<file path="src/rtl/regbank_port_scheduler.sv">
// Shares the 16x32 register bank between the pipeline and a host/debug port,
// with a pending-writeback scoreboard and bounded-wait host arbitration.
module regbank_port_scheduler #(
    parameter int DATA_WIDTH    = 32,
    parameter int ADDR_WIDTH    = 4,
    parameter int HOST_MAX_WAIT = 8,
    parameter int WAIT_CNT_W    = 4
) (
    input  logic                  clk,
    input  logic                  rst,
    input  logic                  sb_set,
    input  logic [ADDR_WIDTH-1:0] sb_addr,
    input  logic                  rd_valid,
    output logic                  rd_ready,
    input  logic [ADDR_WIDTH-1:0] rd_addr_a,
    input  logic [ADDR_WIDTH-1:0] rd_addr_b,
    output logic                  rd_resp_valid,
    output logic [DATA_WIDTH-1:0] rd_data_a,
    output logic [DATA_WIDTH-1:0] rd_data_b,
    input  logic                  wb_valid,
    output logic                  wb_ready,
    input  logic [ADDR_WIDTH-1:0] wb_addr,
    input  logic [DATA_WIDTH-1:0] wb_data,
    input  logic                  host_valid,
    output logic                  host_ready,
    input  logic                  host_we,
    input  logic [ADDR_WIDTH-1:0] host_addr,
    input  logic [DATA_WIDTH-1:0] host_wdata,
    output logic                  host_rvalid,
    output logic [DATA_WIDTH-1:0] host_rdata,
    output logic                  reg_rd,
    output logic [ADDR_WIDTH-1:0] address_ra,
    output logic [ADDR_WIDTH-1:0] address_rb,
    output logic                  reg_wr,
    output logic [ADDR_WIDTH-1:0] address_wr,
    output logic [DATA_WIDTH-1:0] data_wr,
    input  logic [DATA_WIDTH-1:0] data_outA,
    input  logic [DATA_WIDTH-1:0] data_outB,
    output logic [(1<<ADDR_WIDTH)-1:0] pending
);

    localparam int NUM_REGS = 1 << ADDR_WIDTH;
    localparam logic [WAIT_CNT_W-1:0] MAX_WAIT = WAIT_CNT_W'(HOST_MAX_WAIT);

    logic [NUM_REGS-1:0]   pending_q, pending_d;
    logic [WAIT_CNT_W-1:0] host_wait_q, host_wait_d;
    logic                  reg_rd_q, reg_rd_d;
    logic                  rd_host_q, rd_host_d;
    logic [ADDR_WIDTH-1:0] address_ra_q, address_ra_d;
    logic [ADDR_WIDTH-1:0] address_rb_q, address_rb_d;
    logic                  reg_wr_q, reg_wr_d;
    logic [ADDR_WIDTH-1:0] address_wr_q, address_wr_d;
    logic [DATA_WIDTH-1:0] data_wr_q, data_wr_d;
    logic                  rd_resp_valid_q, rd_resp_valid_d;
    logic                  host_rvalid_q, host_rvalid_d;

    logic host_rd_req, host_wr_req, host_force, rd_elig;
    logic rd_grant, host_rd_grant, wb_ready_c, wb_grant, host_wr_grant;

    // Grants: pipeline/writeback win unless the host has waited the full budget.
    always_comb begin
        host_rd_req   = host_valid & ~host_we;
        host_wr_req   = host_valid & host_we;
        host_force    = (host_wait_q == MAX_WAIT);
        rd_elig       = rd_valid & ~pending_q[rd_addr_a] & ~pending_q[rd_addr_b];
        rd_grant      = ~rst & rd_elig & ~(host_rd_req & host_force);
        host_rd_grant = ~rst & host_rd_req & (host_force | ~rd_elig);
        wb_ready_c    = ~rst & ~(host_wr_req & host_force);
        wb_grant      = wb_valid & wb_ready_c;
        host_wr_grant = ~rst & host_wr_req & (host_force | ~wb_valid);
    end

    assign rd_ready   = rd_grant;
    assign wb_ready   = wb_ready_c;
    assign host_ready = host_rd_grant | host_wr_grant;

    always_comb begin
        pending_d       = pending_q;
        host_wait_d     = host_wait_q;
        reg_rd_d        = rd_grant | host_rd_grant;
        rd_host_d       = host_rd_grant;
        address_ra_d    = address_ra_q;
        address_rb_d    = address_rb_q;
        reg_wr_d        = wb_grant | host_wr_grant;
        address_wr_d    = address_wr_q;
        data_wr_d       = data_wr_q;
        rd_resp_valid_d = reg_rd_q & ~rd_host_q;
        host_rvalid_d   = reg_rd_q & rd_host_q;

        // Set is applied after clear so a same-edge reservation survives.
        if (wb_grant)
            pending_d[wb_addr] = 1'b0;
        if (sb_set)
            pending_d[sb_addr] = 1'b1;

        if (!host_valid || host_ready)
            host_wait_d = '0;
        else if (!host_force)
            host_wait_d = host_wait_q + WAIT_CNT_W'(1);

        if (rd_grant) begin
            address_ra_d = rd_addr_a;
            address_rb_d = rd_addr_b;
        end else if (host_rd_grant) begin
            address_ra_d = host_addr;
            address_rb_d = host_addr;
        end

        if (wb_grant) begin
            address_wr_d = wb_addr;
            data_wr_d    = wb_data;
        end else if (host_wr_grant) begin
            address_wr_d = host_addr;
            data_wr_d    = host_wdata;
        end
    end

    always_ff @(posedge clk) begin
        if (rst) begin
            pending_q       <= '0;
            host_wait_q     <= '0;
            reg_rd_q        <= 1'b0;
            rd_host_q       <= 1'b0;
            address_ra_q    <= '0;
            address_rb_q    <= '0;
            reg_wr_q        <= 1'b0;
            address_wr_q    <= '0;
            data_wr_q       <= '0;
            rd_resp_valid_q <= 1'b0;
            host_rvalid_q   <= 1'b0;
        end else begin
            pending_q       <= pending_d;
            host_wait_q     <= host_wait_d;
            reg_rd_q        <= reg_rd_d;
            rd_host_q       <= rd_host_d;
            address_ra_q    <= address_ra_d;
            address_rb_q    <= address_rb_d;
            reg_wr_q        <= reg_wr_d;
            address_wr_q    <= address_wr_d;
            data_wr_q       <= data_wr_d;
            rd_resp_valid_q <= rd_resp_valid_d;
            host_rvalid_q   <= host_rvalid_d;
        end
    end

    assign pending    = pending_q;
    assign reg_rd     = reg_rd_q;
    assign address_ra = address_ra_q;
    assign address_rb = address_rb_q;
    assign reg_wr     = reg_wr_q;
    assign address_wr = address_wr_q;
    assign data_wr    = data_wr_q;

    // The bank presents its captured data during the response cycle itself.
    assign rd_resp_valid = rd_resp_valid_q;
    assign host_rvalid   = host_rvalid_q;
    assign rd_data_a     = rd_resp_valid_q ? data_outA : '0;
    assign rd_data_b     = rd_resp_valid_q ? data_outB : '0;
    assign host_rdata    = host_rvalid_q ? data_outA : '0;

endmodule

</file>
<file path="config.mk">
export PLATFORM = sky130hd
export DESIGN_NAME = regbank_port_scheduler
export DESIGN_NICKNAME = d
export VERILOG_FILES = /design/src/rtl/regbank_port_scheduler.sv
export SDC_FILE = /design/constraint.sdc
export NUM_CORES = 1
export LEC_CHECK = 0
export BUFFER_PORTS_ARGS = -buffer_cell sky130_fd_sc_hd__buf_2
export CORE_AREA = 2 2 123 125
export DETAILED_ROUTE_END_ITERATION = 8
export DIE_AREA = 0 0 125 127
export GPL_TIMING_DRIVEN = 0
export HOLD_SLACK_MARGIN = 0.06
export PLACE_DENSITY = 0.66
export SYNTH_ARGS = -nofsm -noshare
export SYNTH_HDL_FRONTEND = slang
export SYNTH_SLANG_ARGS = --single-unit
</file>
<file path="constraint.sdc">
create_clock -name clk -period 4 [get_ports clk]
set_input_delay 1 -clock clk [delete_from_list [all_inputs] [get_ports clk]]
set_output_delay 1 -clock clk [all_outputs]
set_load 0.01 [all_outputs]
</file>
==> impl_metrics.tcl <==
set metrics [dict create \
    status "complete, no violations" \
    grt_pass1_vias 4382 \
    antenna_found_initial 1 \
    grt_max_degree 12 \
    dp.cells 959 \
    die_x_um 125 \
    worstSetupEndpointType "output pin" \
    coreArea_um2 14400 \
    finalCritPeriodShare_pct 94.7 \
    rows 44 \
    postSynthCellCount 461 \
    worst-setup-path-type "in2out" \
    ctsRootBufferMaster "clkbuf_16" \
    layout_common_cells "318 x buf_2, 97 x and2_1, 69 x dfxtp_1, 47 x mux2i_1, 42 x nor2_1" \
    nNetsFinal 943 \
    grt_pass1_wl_um 25100 \
    max_stage_delay_ns 0.58 \
    cts_buffers 9 \
    drc 0 \
    ctsResizeCount 0 \
    critical_path.n_buffers_inverters 4 \
    h-tree-depth 3 \
    cts_max_path_buffers 2 \
    layout_commonest_cell "buf_2" \
    ir_drop_v 0.000218 \
    synth_mux_area_share_pct 15.9 \
    setup_viol 0 \
    fillers 1505 \
    synth_top_family_by_area "simple AND/OR/NAND/NOR gates" \
    die_y_um 127 \
    dieArea_um2 15900 \
    clk_pin_slew_ns 0.05 \
    hpwl_um 14100 \
    globalplace.congestion 0.939 \
    cts.hold.buffers_added 0 \
    ys_types 45 \
    seq_area_frac_synth_pct 34.7 \
    skew_ns 0.00709 \
    start_kind "input pin" \
    place_ws_ns 0.189 \
    wl_um 17000 \
    max_clock_freq_ghz 0.264 \
    io_pins 318 \
    cap_violations 0 \
    synth-xor-area-share_pct 0.659 \
    synthArstFlopShare_pct 0 \
    drtIter0Drc 168 \
    cp_top_family "multiplexers" \
    final_cells 976 \
    finish.utilization_pct 42.1 \
    area_growth_pct 52.3 \
    final-hold-violation-count 0 \
    port_buffers 314 \
    first_pass_iters 6 \
    yosys_register_bits 69 \
    path_cells "buf_2, mux4_1, a22o_1, a31oi_4, a41oi_1, buf_6, nor2_8, inv_1, buf_2" \
    worst_slew_pin_slew_ns 0.567 \
    slew_headroom_pct 62.2 \
    yosys.area_share.simple_pct 29.4 \
    critPathSlowestCell "mux4_1" \
    layout-drive-gt1-share_pct 44.5 \
    tns_ns 0 \
    synth_compound_area_share_pct 14.7 \
    slew_violations 0 \
    vias 4650 \
    crit_path_frequent_cell "buf_2" \
    grt.total_usage_pct 20.4 \
    worstPathMaxFanout 10 \
    synth_fa_ha_area_share_pct 0.628 \
    post_cts_buffers 0 \
    p_leak_nw 3.06 \
    rsz0062_at_grt "no" \
    synthesis.area_um2 3990 \
    gr-total-overflow 0 \
    power.density_nw_per_um2 309 \
    fin_ws_ns 0.210 \
    cts_tree "built" \
    power_mw 1.87 \
    syn_nets 618 \
    worstHoldPathType "reg2reg" \
    syn_area_per_cell_um2 8.64 \
    synth_ff_type "dfxtp_1" \
    period_needed_ns 3.79 \
    yosysWarnings 0 \
    viasPerCell 4.76 \
    crit_required_ns 3.00 \
    clk_latency_ns 0.33 \
    antenna_left 0 \
    synth-edff-count 0 \
    wl_per_cell_um 17.4 \
    critPathArrivalTime_ns 2.79 \
    start_util_pct 27.6 \
    cts_sinks 69 \
]
[per-stage QoR]
stage	instance area [um2]	hold slack [ns]
final	6070	0.409
after global routing	6070	0.435
after CTS	6070	0.408
after detailed placement	5790	0.400
after global placement	5790	0.400
after floorplan	3990	0.389
[flip-flops by register name, indices dropped and copies added (netlist names)]
name / flops
data_wr: 32
pending: 16
address_ra: 4
address_rb: 4
address_wr: 4
host_wait_q: 4
host_rvalid: 1
rd_host_q: 1
rd_resp_valid: 1
reg_rd: 1
reg_wr: 1
[per-layer routing]
layer | up-vias | GRT usage, % | wire length, um
li1 | 2254 | - | -
met1 | 2154 | 23.4 | 6640
met2 | 220 | 36.5 | 8590
met3 | 22 | 5.28 | 1290
met4 | 0 | 7.78 | 466
met5 | - | 0 | 0
[worst paths after layout]
path	end	startpoint	slack, ns	depth (start not counted)
max reg2reg	address_wr[3]$_SDFFE_PP0P_	host_wait_q[0]$_SDFFE_PP0P_	1.53	9
min reg2reg	rd_resp_valid$_SDFF_PP0_	rd_host_q$_SDFF_PP0_	0.41	1
max	host_ready	rd_addr_b[0]	0.21	9
min	rd_resp_valid$_SDFF_PP0_	rd_host_q$_SDFF_PP0_	0.41	1
[Yosys cell counts, drive strengths merged, types with 2 or more instances]
library cell / count / area share, %
a211oi: 36 / 6.8
a21oi: 22 / 3.0
a31oi: 3 / 0.85
and2: 97 / 15
and3: 4 / 0.63
and3b: 2 / 0.44
buf: 8 / 1.4
clkbuf: 24 / 2.3
dfxtp: 69 / 35
ha: 2 / 0.63
inv: 5 / 0.47
mux2: 3 / 1.1
mux2i: 47 / 12
mux4: 5 / 2.9
nand2: 27 / 2.5
nand2b: 6 / 0.94
nand3: 9 / 1.4
nand3b: 5 / 0.94
nor2: 44 / 4.6
nor2b: 4 / 0.63
nor3b: 2 / 0.38
nor4b: 2 / 0.60
o21ai: 17 / 2.1
o2bb2ai: 5 / 1.1
or2: 2 / 0.31
xnor2: 2 / 0.44
[report_power, final]
| part | switching (mW) | internal [mW] |
|---|---|---|
| Combinational | 0.202 | 0.169 |
| Sequential | 0.0228 | 0.728 |
| Clock | 0.299 | 0.453 |
[area by class of cell]
type / count / area (um2) / area share, %
antenna: 1 / 2.50 / 0.0412
buffer: 32 / 144 / 2.37
clock buffer: 13 / 260 / 4.29
clock inverter: 3 / 20.0 / 0.330
inverter: 5 / 18.8 / 0.309
multi-input combinational: 355 / 2440 / 40.2
sequential: 69 / 1380 / 22.8
tap: 184 / 230 / 3.79
timing repair buffer: 314 / 1570 / 25.9
[kinds of logic (layout without fill, tap and decap cells)]
logic type                 count (synthesis)  count (layout)
buffers and inverters                     37             367
adders and majority gates                  2               2
other                                      0               1
DFF                                       69              69
xor gates and xnor gates                   3               3
muxes                                     55              55
AOI/OAI and AO/OA                         87              87
and+or+nand+nor                          208             208
No activity file was read; power rests on OpenSTA's default activity.
